==> src/rtl/uart_tx_dev_pkg.sv <==
`default_nettype none
// ============================================================================
// Module  : uart_tx_dev_pkg
// Brief   : Register map, bit indices, FSM encoding and bridge windows.
// Revision: 1.0  initial release
// ============================================================================
package uart_tx_dev_pkg;

    // Bridge device windows (byte addresses, inclusive)
    localparam logic [31:0] TIMER0_WIN_LO = 32'h0000_7F00;
    localparam logic [31:0] TIMER0_WIN_HI = 32'h0000_7F0B;
    localparam logic [31:0] TIMER1_WIN_LO = 32'h0000_7F10;
    localparam logic [31:0] TIMER1_WIN_HI = 32'h0000_7F1B;
    localparam logic [31:0] UART_WIN_LO   = 32'h0000_7F30;
    localparam logic [31:0] UART_WIN_HI   = 32'h0000_7F3F;

    // Register offsets, decoded from Addr[3:2]
    localparam logic [1:0] UART_DATA = 2'd0;
    localparam logic [1:0] UART_CTRL = 2'd1;
    localparam logic [1:0] UART_STAT = 2'd2;
    localparam logic [1:0] UART_DIV  = 2'd3;

    localparam int CTRL_EN  = 0;
    localparam int CTRL_IEN = 1;

    localparam int STAT_BUSY  = 0;
    localparam int STAT_FULL  = 1;
    localparam int STAT_EMPTY = 2;
    localparam int STAT_DONE  = 3;
    localparam int STAT_OVF   = 4;

    typedef enum logic [1:0] {
        ST_IDLE  = 2'd0,
        ST_START = 2'd1,
        ST_DATA  = 2'd2,
        ST_STOP  = 2'd3
    } uart_state_e;

endpackage
`default_nettype wire

==> src/rtl/uart_tx_fifo.sv <==
`default_nettype none
// ============================================================================
// Module  : uart_tx_fifo
// Brief   : Synchronous FIFO with extra-bit pointers; push on full is
//           accepted only when a pop happens in the same cycle.
// Revision: 1.0  initial release
// ============================================================================
module uart_tx_fifo #(
    parameter int DEPTH = 4,
    parameter int WIDTH = 8
) (
    input  logic             clk,
    input  logic             rst_n,
    input  logic             i_push,
    input  logic [WIDTH-1:0] i_din,
    input  logic             i_pop,
    output logic [WIDTH-1:0] o_dout,
    output logic             o_full,
    output logic             o_empty
);

    localparam int         AW      = $clog2(DEPTH);
    localparam logic [AW:0] PTR_ONE = {{AW{1'b0}}, 1'b1};

    logic [WIDTH-1:0] mem_q [DEPTH];
    logic [AW:0]      wr_ptr_q, wr_ptr_d;
    logic [AW:0]      rd_ptr_q, rd_ptr_d;
    logic             w_do_push, w_do_pop;

    assign o_empty   = (wr_ptr_q == rd_ptr_q);
    assign o_full    = (wr_ptr_q[AW] != rd_ptr_q[AW]) &&
                       (wr_ptr_q[AW-1:0] == rd_ptr_q[AW-1:0]);
    assign w_do_pop  = i_pop && !o_empty;
    assign w_do_push = i_push && (!o_full || w_do_pop);
    assign o_dout    = mem_q[rd_ptr_q[AW-1:0]];

    always_comb begin
        wr_ptr_d = wr_ptr_q;
        rd_ptr_d = rd_ptr_q;
        if (w_do_push) wr_ptr_d = wr_ptr_q + PTR_ONE;
        if (w_do_pop)  rd_ptr_d = rd_ptr_q + PTR_ONE;
    end

    always_ff @(posedge clk or negedge rst_n) begin
        if (!rst_n) begin
            wr_ptr_q <= '0;
            rd_ptr_q <= '0;
        end else begin
            wr_ptr_q <= wr_ptr_d;
            rd_ptr_q <= rd_ptr_d;
        end
    end

    // Storage carries no reset; the pointers alone define validity.
    always_ff @(posedge clk) begin
        if (w_do_push) mem_q[wr_ptr_q[AW-1:0]] <= i_din;
    end

endmodule
`default_nettype wire

==> src/rtl/uart_tx_dev.sv <==
`default_nettype none
// ============================================================================
// Module  : uart_tx_dev
// Brief   : Memory-mapped 8N1 UART transmitter with TX FIFO and level IRQ.
// Revision: 1.0  initial release
// ============================================================================
module uart_tx_dev
    import uart_tx_dev_pkg::*;
#(
    parameter int          FIFO_DEPTH = 4,
    parameter logic [15:0] DIV_RESET  = 16'd868
) (
    input  logic        clk,
    input  logic        reset,
    input  logic [31:2] Addr,
    input  logic        WE,
    input  logic [31:0] Din,
    output logic [31:0] Dout,
    output logic        IRQ,
    output logic        txd
);

    uart_state_e state_q, state_d;
    logic [7:0]  shreg_q, shreg_d;
    logic [2:0]  bit_cnt_q, bit_cnt_d;
    logic [15:0] baud_cnt_q, baud_cnt_d;
    logic [15:0] wdiv_q, wdiv_d;
    logic [15:0] div_q, div_d;
    logic        ctrl_en_q, ctrl_en_d;
    logic        ctrl_ien_q, ctrl_ien_d;
    logic        done_q, done_d;
    logic        ovf_q, ovf_d;

    logic        w_wr_data, w_wr_ctrl, w_wr_stat, w_wr_div;
    logic        w_pop, w_push, w_full, w_empty, w_ovf_set, w_done_set;
    logic        w_bit_end;
    logic [15:0] w_dlim_m1;
    logic [7:0]  w_fifo_dout;
    logic [4:0]  w_stat;
    logic        w_unused_bits;

    assign w_unused_bits = ^{Addr[31:4], Din[31:16]};

    assign w_wr_data = WE && (Addr[3:2] == UART_DATA);
    assign w_wr_ctrl = WE && (Addr[3:2] == UART_CTRL);
    assign w_wr_stat = WE && (Addr[3:2] == UART_STAT);
    assign w_wr_div  = WE && (Addr[3:2] == UART_DIV);

    // A pop in the same cycle frees the slot, so a write to a full FIFO is kept.
    assign w_push    = w_wr_data && (!w_full || w_pop);
    assign w_ovf_set = w_wr_data && w_full && !w_pop;

    uart_tx_fifo #(
        .DEPTH (FIFO_DEPTH),
        .WIDTH (8)
    ) u_fifo (
        .clk     (clk),
        .rst_n   (reset),
        .i_push  (w_push),
        .i_din   (Din[7:0]),
        .i_pop   (w_pop),
        .o_dout  (w_fifo_dout),
        .o_full  (w_full),
        .o_empty (w_empty)
    );

    // A latched divisor of 0 behaves as 1.
    assign w_dlim_m1 = (wdiv_q == 16'd0) ? 16'd0 : (wdiv_q - 16'd1);
    assign w_bit_end = (baud_cnt_q == w_dlim_m1);

    always_comb begin
        state_d    = state_q;
        shreg_d    = shreg_q;
        bit_cnt_d  = bit_cnt_q;
        baud_cnt_d = baud_cnt_q;
        wdiv_d     = wdiv_q;
        w_pop      = 1'b0;
        w_done_set = 1'b0;
        if (state_q != ST_IDLE) begin
            baud_cnt_d = w_bit_end ? 16'd0 : (baud_cnt_q + 16'd1);
        end
        unique case (state_q)
            ST_IDLE: begin
                if (ctrl_en_q && !w_empty) begin
                    w_pop      = 1'b1;
                    shreg_d    = w_fifo_dout;
                    wdiv_d     = div_q;
                    baud_cnt_d = 16'd0;
                    state_d    = ST_START;
                end
            end
            ST_START: begin
                if (w_bit_end) begin
                    bit_cnt_d = 3'd0;
                    state_d   = ST_DATA;
                end
            end
            ST_DATA: begin
                if (w_bit_end) begin
                    shreg_d   = {1'b0, shreg_q[7:1]};
                    bit_cnt_d = bit_cnt_q + 3'd1;
                    if (bit_cnt_q == 3'd7) state_d = ST_STOP;
                end
            end
            ST_STOP: begin
                if (w_bit_end) begin
                    w_done_set = w_empty;
                    state_d    = ST_IDLE;
                end
            end
            default: state_d = ST_IDLE;
        endcase
    end

    always_comb begin
        ctrl_en_d  = ctrl_en_q;
        ctrl_ien_d = ctrl_ien_q;
        div_d      = div_q;
        done_d     = done_q;
        ovf_d      = ovf_q;
        if (w_wr_ctrl) begin
            ctrl_en_d  = Din[CTRL_EN];
            ctrl_ien_d = Din[CTRL_IEN];
        end
        if (w_wr_div)                       div_d = Din[15:0];
        if (w_ovf_set)                      ovf_d = 1'b1;
        if (w_wr_stat && Din[STAT_OVF])     ovf_d = 1'b0;
        // Clearing is applied last so it wins over a same-cycle set.
        if (w_done_set)                     done_d = 1'b1;
        if (w_wr_data || (w_wr_stat && Din[STAT_DONE])) done_d = 1'b0;
    end

    always_ff @(posedge clk or negedge reset) begin
        if (!reset) begin
            state_q    <= ST_IDLE;
            shreg_q    <= 8'd0;
            bit_cnt_q  <= 3'd0;
            baud_cnt_q <= 16'd0;
            wdiv_q     <= DIV_RESET;
            div_q      <= DIV_RESET;
            ctrl_en_q  <= 1'b0;
            ctrl_ien_q <= 1'b0;
            done_q     <= 1'b0;
            ovf_q      <= 1'b0;
        end else begin
            state_q    <= state_d;
            shreg_q    <= shreg_d;
            bit_cnt_q  <= bit_cnt_d;
            baud_cnt_q <= baud_cnt_d;
            wdiv_q     <= wdiv_d;
            div_q      <= div_d;
            ctrl_en_q  <= ctrl_en_d;
            ctrl_ien_q <= ctrl_ien_d;
            done_q     <= done_d;
            ovf_q      <= ovf_d;
        end
    end

    always_comb begin
        txd = 1'b1;
        case (state_q)
            ST_START: txd = 1'b0;
            ST_DATA:  txd = shreg_q[0];
            default:  txd = 1'b1;
        endcase
    end

    assign IRQ = ctrl_ien_q && done_q;

    always_comb begin
        w_stat             = '0;
        w_stat[STAT_BUSY]  = (state_q != ST_IDLE);
        w_stat[STAT_FULL]  = w_full;
        w_stat[STAT_EMPTY] = w_empty;
        w_stat[STAT_DONE]  = done_q;
        w_stat[STAT_OVF]   = ovf_q;
        Dout = 32'd0;
        case (Addr[3:2])
            UART_CTRL: Dout = {30'd0, ctrl_ien_q, ctrl_en_q};
            UART_STAT: Dout = {27'd0, w_stat};
            UART_DIV:  Dout = {16'd0, div_q};
            default:   Dout = 32'd0;
        endcase
    end

endmodule
`default_nettype wire

==> config.mk <==
export PLATFORM = sky130hd
export DESIGN_NAME = uart_tx_dev
export DESIGN_NICKNAME = d
export VERILOG_FILES = /design/src/rtl/uart_tx_dev_pkg.sv /design/src/rtl/uart_tx_fifo.sv /design/src/rtl/uart_tx_dev.sv
export SDC_FILE = /design/constraint.sdc
export NUM_CORES = 1
export LEC_CHECK = 0
export ABC_AREA = 0
export BUFFER_PORTS_ARGS = -buffer_cell sky130_fd_sc_hd__buf_2
export CAP_MARGIN = 20
export CORE_MARGIN = 2
export CORE_UTILIZATION = 35
export CTS_BUF_LIST = sky130_fd_sc_hd__clkbuf_8 sky130_fd_sc_hd__clkbuf_16
export DETAILED_ROUTE_END_ITERATION = 10
export RECOVER_POWER = 100
export SLEW_MARGIN = 20
export SYNTH_ARGS = -nofsm -noshare
export SYNTH_HDL_FRONTEND = slang
export SYNTH_SLANG_ARGS = --single-unit
==> constraint.sdc <==
create_clock -name clk -period 5.1 [get_ports clk]
set_input_delay 0.765 -clock clk [delete_from_list [all_inputs] [get_ports clk]]
set_output_delay 0.765 -clock clk [all_outputs]
set_load 0.05 [all_outputs]
# Yosys cells after proc, flatten, opt, wreduce, memory -nomap -nowiden
# Memory sizes are Yosys's and may differ from the RTL's.
# Cells that the tools add are included.
dict set report word_totals {
  register_bits 71
  ram_bits 32
  in_bits 65
  output_inout_bits 34
  word_cells 95
  memories 1
}
# name depth word_bits rd rd_ports_with_merged_regs write_ports line
set mem_list {}
lappend mem_list {u_fifo.mem_q 4 8 1 0 1 uart_tx_fifo.sv:25} ;# logic [WIDTH-1:0] mem_q [DEPTH];
dict set report classes {
  add_sub_neg 5
  eq_ne 16
  muxes 29
  n_reduce_logical 32
}
# cell count
set op_table {}
lappend op_table {{$mux W16} 5}
lappend op_table {{$pmux W16 S3} 1}
lappend op_table {{$add A16 B1 Y16 const B} 1}
lappend op_table {{$eq A16 B16 Y1} 1}
lappend op_table {{$logic_not A16 Y1} 1}
lappend op_table {{$mux W8} 2}
lappend op_table {{$pmux W8 S2} 1}
lappend op_table {{$sub A16 B1 Y16 const B} 1}
lappend op_table {{$logic_and A1 B1 Y1} 14}
lappend op_table {{$mux W1} 10}
lappend op_table {{$mux W2} 5}
lappend op_table {{$ne A2 B2 Y1 const B} 5}
lappend op_table {{$reduce_bool A2 Y1} 5}
lappend op_table {{$add A3 B1 Y3 const B} 3}
lappend op_table {{$eq A2 B2 Y1 const B} 4}
lappend op_table {{$pmux W2 S4} 1}
lappend op_table {{$mux W3} 2}
lappend op_table {{$pmux W3 S2} 1}
lappend op_table {{$reduce_and A3 Y1} 2}
lappend op_table {{$reduce_and A5 Y1} 1}
lappend op_table {{$eq A2 B1 Y1 const B} 2}
lappend op_table {{$logic_not A2 Y1} 2}
lappend op_table {{$eq A3 B3 Y1} 1}
lappend op_table {{$eq A3 B3 Y1 const B} 1}
lappend op_table {{other kinds (6)} 10}

# Longest topological paths before layout
dict set report depth {
  ltp_word 10
  mapped_depth 12
}

# Hierarchy
# From an unflattened synthesis, not the netlist that was laid out.
dict set report unflattened {
  hier_cells 551
  hier_area_um2 5786.8
}
# module instances cells_each area_each_um2
set modules_own_cells {}
lappend modules_own_cells {uart_tx_dev 1 463 4169.0}
lappend modules_own_cells {uart_tx_fifo 1 88 1617.8}

# Worst setup path before layout
# Ideal clock, no wire load.
dict set report synth_path {
  kind {register -> register}
  startpoint {reg wdiv_q[3]}
  endpoint {reg bit_cnt_q[0]}
  setup_ps 124
  arrival_time_ps 3099
  path_slack_ps 1876
  path_stages_with_launch 11
  n_path_buf 2
  synth_period_minus_slack_ps 3224
  cell_sequence {dfrtp_1 -> or4_1 -> clkbuf_1 -> or4_1 -> and2_1 -> a211o_1 -> o32a_1 -> nor4b_4 -> buf_4 -> a31o_2 -> o31ai_1}
}
dict set report synth_via {
  elab_chain_cells 5
}
# element line
set synth_rtl {}
lappend synth_rtl {{start, declared} uart_tx_dev.sv:27} ;# logic [15:0] wdiv_q, wdiv_d;
lappend synth_rtl {{start signal, assigned} uart_tx_dev.sv:150} ;# wdiv_q <= wdiv_d;
lappend synth_rtl {{$sub A16 B1 Y16 / $logic_not A16 Y1 (equally long branches)} uart_tx_dev.sv:68} ;# assign w_dlim_m1 = (wdiv_q == 16'd0) ? 16'd0 : (wdiv_q - 16'd1);
lappend synth_rtl {{$mux W16 *} uart_tx_dev.sv:68}
lappend synth_rtl {{$eq A16 B16 Y1 *} uart_tx_dev.sv:69} ;# assign w_bit_end = (baud_cnt_q == w_dlim_m1);
lappend synth_rtl {{$ne A2 B2 Y1 (no source line)} n/a}
lappend synth_rtl {{$reduce_and A3 Y1 (no source line) *} n/a}
lappend synth_rtl {{end signal, assigned} uart_tx_dev.sv:148} ;# bit_cnt_q <= bit_cnt_d;
lappend synth_rtl {{end, declared} uart_tx_dev.sv:25} ;# logic [2:0] bit_cnt_q, bit_cnt_d;
# Mark *: on every way between the ends. The rest lies on a longest branch, timed or not.
# A chain may end at the register's enable or synchronous reset.

# Worst setup path after layout
dict set report layout_path {
  startpoint {reg wdiv_q[0]}
  endpoint {reg shreg_q[7]}
}
dict set report layout_via {
  elab_chain_cells 5
}
# element line
set layout_rtl {}
lappend layout_rtl {{$sub A16 B1 Y16 / $logic_not A16 Y1 (equally long branches)} uart_tx_dev.sv:68}
lappend layout_rtl {{$mux W16 *} uart_tx_dev.sv:68}
lappend layout_rtl {{$eq A16 B16 Y1 *} uart_tx_dev.sv:69}
lappend layout_rtl {{$ne A2 B2 Y1 (no source line) *} n/a}
lappend layout_rtl {{$reduce_and A3 Y1 (no source line) *} n/a}
lappend layout_rtl {{end signal, assigned} uart_tx_dev.sv:147} ;# shreg_q <= shreg_d;
lappend layout_rtl {{end, declared} uart_tx_dev.sv:24} ;# logic [7:0] shreg_q, shreg_d;
# Marks and branches as above.

==> results.json <==
{
  "netlist_area_mm2": 0.00580,
  "async_reset_ff_share_pct": 68.9,
  "cts-resized-gates": 0,
  "synth_top_cells_by_area": "dfrtp_1 26%, edfxtp_1 17%, nand2_1 6.1%",
  "fin_area_mm2": 0.00636,
  "setup.worst_path.start_class": "flip-flop",
  "final_common_cell": "nand2_1",
  "rsz0062_at_grt": "false",
  "r2r-start": "wdiv_q[0]",
  "diodes": 0,
  "path_cells": "inv_1, ha_1, nor3b_1, nand4_1, nor2_1, a21oi_1, o32a_1, nor4b_4, clkbuf_1, nor2_1, or3_1",
  "cts_tree": "done",
  "worst_pin_slew_ps": 1980,
  "leakage_uw": 0.00252,
  "grt_pass1_wl_mm": 21.8,
  "slew_viol_final": 46,
  "violations": "capacitance limit, slew limit",
  "clockBufferDepth": 2,
  "drv_cap": 1,
  "avgSynthCellArea_um2": 10.1,
  "cts_hold_buffers": 0,
  "ys_seq_area_share_pct": 47.4,
  "ys_types": 71,
  "fill_cells": 1631,
  "core_mm2": 0.0164,
  "cts_max_level": 3,
  "io_buffers": 38,
  "ys_dominant_reg_cell": "dfrtp_1",
  "postCtsSetupBuffers": 0,
  "grt-ovfl-total": 0,
  "cp_slowest_cell": "nor4b_4",
  "crit_top_cell": "nor2_1",
  "place.gp.congestion": 0.907,
  "cp.arrival_ps": 4480,
  "clock_latency_ps": 350,
  "cts_sinks": 103,
  "worst_path_dominant_cell_family": "simple AND/OR/NAND/NOR gates",
  "final_cell_mix": "96 x nand2_1, 61 x dfrtp_1, 32 x clkbuf_1, 32 x edfxtp_1, 28 x nor2_1",
  "cts_root_buffer": "clkbuf_16",
  "area_delta_synth_final_pct": 9.69,
  "worstPathRequired_ps": 5320,
  "place_area_mm2": 0.00611,
  "r2r_cells": 11,
  "drtIter0Drc": 245,
  "ys_ff_latch": 103,
  "die_y_um": 133,
  "finalHoldViolCount": 0,
  "dp_cells": 802,
  "synth-edff-count": 32,
  "vias": 4434,
  "cts_buffers": 9,
  "tns_ps": 0,
  "die_w_um": 133,
  "boundaryPins": 99,
  "grt_start_max_net_pins": 72,
  "setup_viol": 0,
  "worst-setup-path-type": "flip-flop to flip-flop",
  "cp-startpoint": "wdiv_q[0]",
  "post_drt_wl_per_cell_um": 15.7,
  "antenna_found_initial": 0,
  "seq_area_mm2": 0.00275,
  "skew_ps": 10.6,
  "synthCells": 573,
  "drt-pass1-iter-count": 4,
  "die_area_mm2": 0.0176,
  "ant_nets": 0,
  "cp.depth": 11,
  "endpoint": "shreg_q[7]",
  "hpwl_mm": 9.02,
  "initial_core_util_pct": 35.4,
  "worst-path-buf-inv": 2,
  "netlist.area_leader.share_pct": 26.3,
  "ir_worst_vdd_uv": 239,
  "drt-total-wl_mm": 12.8,
  "cts.clk_slew.worst_paths_ps": 80,
  "drcViolationCount": 0,
  "finalCritPeriodShare_pct": 83.4,
  "fin_crit_ps": 4260,
  "final-instance-count-excl-fill": 818,
  "reg2reg_to": "shreg_q[7]",
  "power_per_cell_area_mw_per_mm2": 544,
  "hold_path_class": "flip-flop to flip-flop",
  "yosysTopAreaCell": "dfrtp_1",
  "routed_via_density": 5.42,
  "preCtsSetupSlack_ps": 1150,
  "rrSetupSlack_ps": 840,
  "end_kind": "flip-flop",
  "max_slew_margin_pct": -32.2,
  "status": "complete, but fails checks",
  "fmax_mhz": 235,
  "num-nets-final": 671,
  "num_rows": 47,
  "grt_usage_pct": 15.0,
  "multiInputGateArea_mm2": 0.00278,
  "grt_pass1_vias": 4313,
  "ys.warnings.count": 0,
  "critPathMaxFanout": 16,
  "drive_gt1_share_pct": 12.0,
  "max_stage_delay_ps": 580,
  "fin_ws_ps": 844
}
[worst min path at each step]
stage / endpoint / from / depth (start not counted)
4_1_cts: wdiv_q[8] / div_q[8] / 2
3_5_place_dp: wdiv_q[8] / div_q[8] / 2
6_report: wdiv_q[8] / div_q[8] / 2
2_1_floorplan: wdiv_q[6] / div_q[6] / 2
5_1_grt: wdiv_q[9] / div_q[9] / 2
3_3_place_gp: wdiv_q[9] / div_q[9] / 2
[cell usage after synthesis (2+ instances only)]
library cell and count:
nor3_1 10, clkbuf_1 27, and3_1 23, o21ai_0 16
nand3_1 20, o211ai_1 9, a31oi_1 2, dfstp_2 10
or4_1 5, dfrtp_1 61, mux2i_1 4, a22oi_1 2
ha_1 13, mux2_2 21, nor2b_1 2, nand4_1 6
nor2_1 28, a21oi_1 25, nand2_1 95, buf_4 18
o31ai_1 6, nor4_1 5, or3_1 6, edfxtp_1 32
xnor2_1 18, and2_1 7, buf_1 4, o32ai_1 2
mux4_2 8, and4_1 3, buf_2 2, a221oi_1 2
a311oi_1 13, a31o_1 2, inv_1 15, xor2_1 14
o21ai_1 2, nand2b_1 2
[through the flow]
step	total power [uW]	hold slack, ps	util [%]
4_1_cts	3480	464	39.1
3_5_place_dp	2780	451	37.3
3_3_place_gp	2720	450	37.3
2_1_floorplan	2440	437	-
6_report	3460	462	38.8
5_1_grt	3730	498	38.8
[metal layers]
layer  up-vias  wire length (um)  GRT usage [%]
li1       2095                 -              -
met1      2216              5980           20.4
met2       117              6270           25.2
met3         6               499           2.41
met4         0                85           3.23
met5         -                 0              0
[flip-flops by register name (all words and copies together), names as in the netlist, 2 cells and up]
signal,count
u_fifo.mem_q,32
baud_cnt_q,16
div_q,16
wdiv_q,16
shreg_q,8
bit_cnt_q,3
u_fifo.rd_ptr_q,3
u_fifo.wr_ptr_q,3
state_q,2
[cell type report]
type / instances / share of cell area, %
clock buffer: 9 / 3.54
clock inverter: 7 / 1.24
inverter: 16 / 0.944
multi-input combinational: 418 / 43.7
sequential: 103 / 43.2
tap: 220 / 4.33
timing repair buffer: 45 / 2.99
[cell families (layout without fill, tap and decap cells)]
group / after synthesis / after routing / synth area share (%)
other: 1 / 16 / 0.0646
buffers and inverters: 67 / 77 / 5.54
DFF: 103 / 103 / 47.4
muxes: 33 / 33 / 7.87
xor gates and xnor gates: 34 / 34 / 5.63
AOI/OAI and AO/OA: 99 / 99 / 11.8
and+or+nand+nor: 223 / 223 / 18.9
adders and majority gates: 13 / 13 / 2.80
[tightest hold or removal path, cell delays in order, from the launching register on]
cell and delay (ps):
dfstp_2 380, nand2_1 50, nand2_1 40
[power by group]
part | total, uW | switching, uW | internal, uW
Sequential | 1310 | 255 | 1060
Combinational | 1450 | 885 | 562
Clock | 698 | 346 | 352
Total | 3460 | 1490 | 1970
Note: power is estimated with default switching activity, not from simulation.
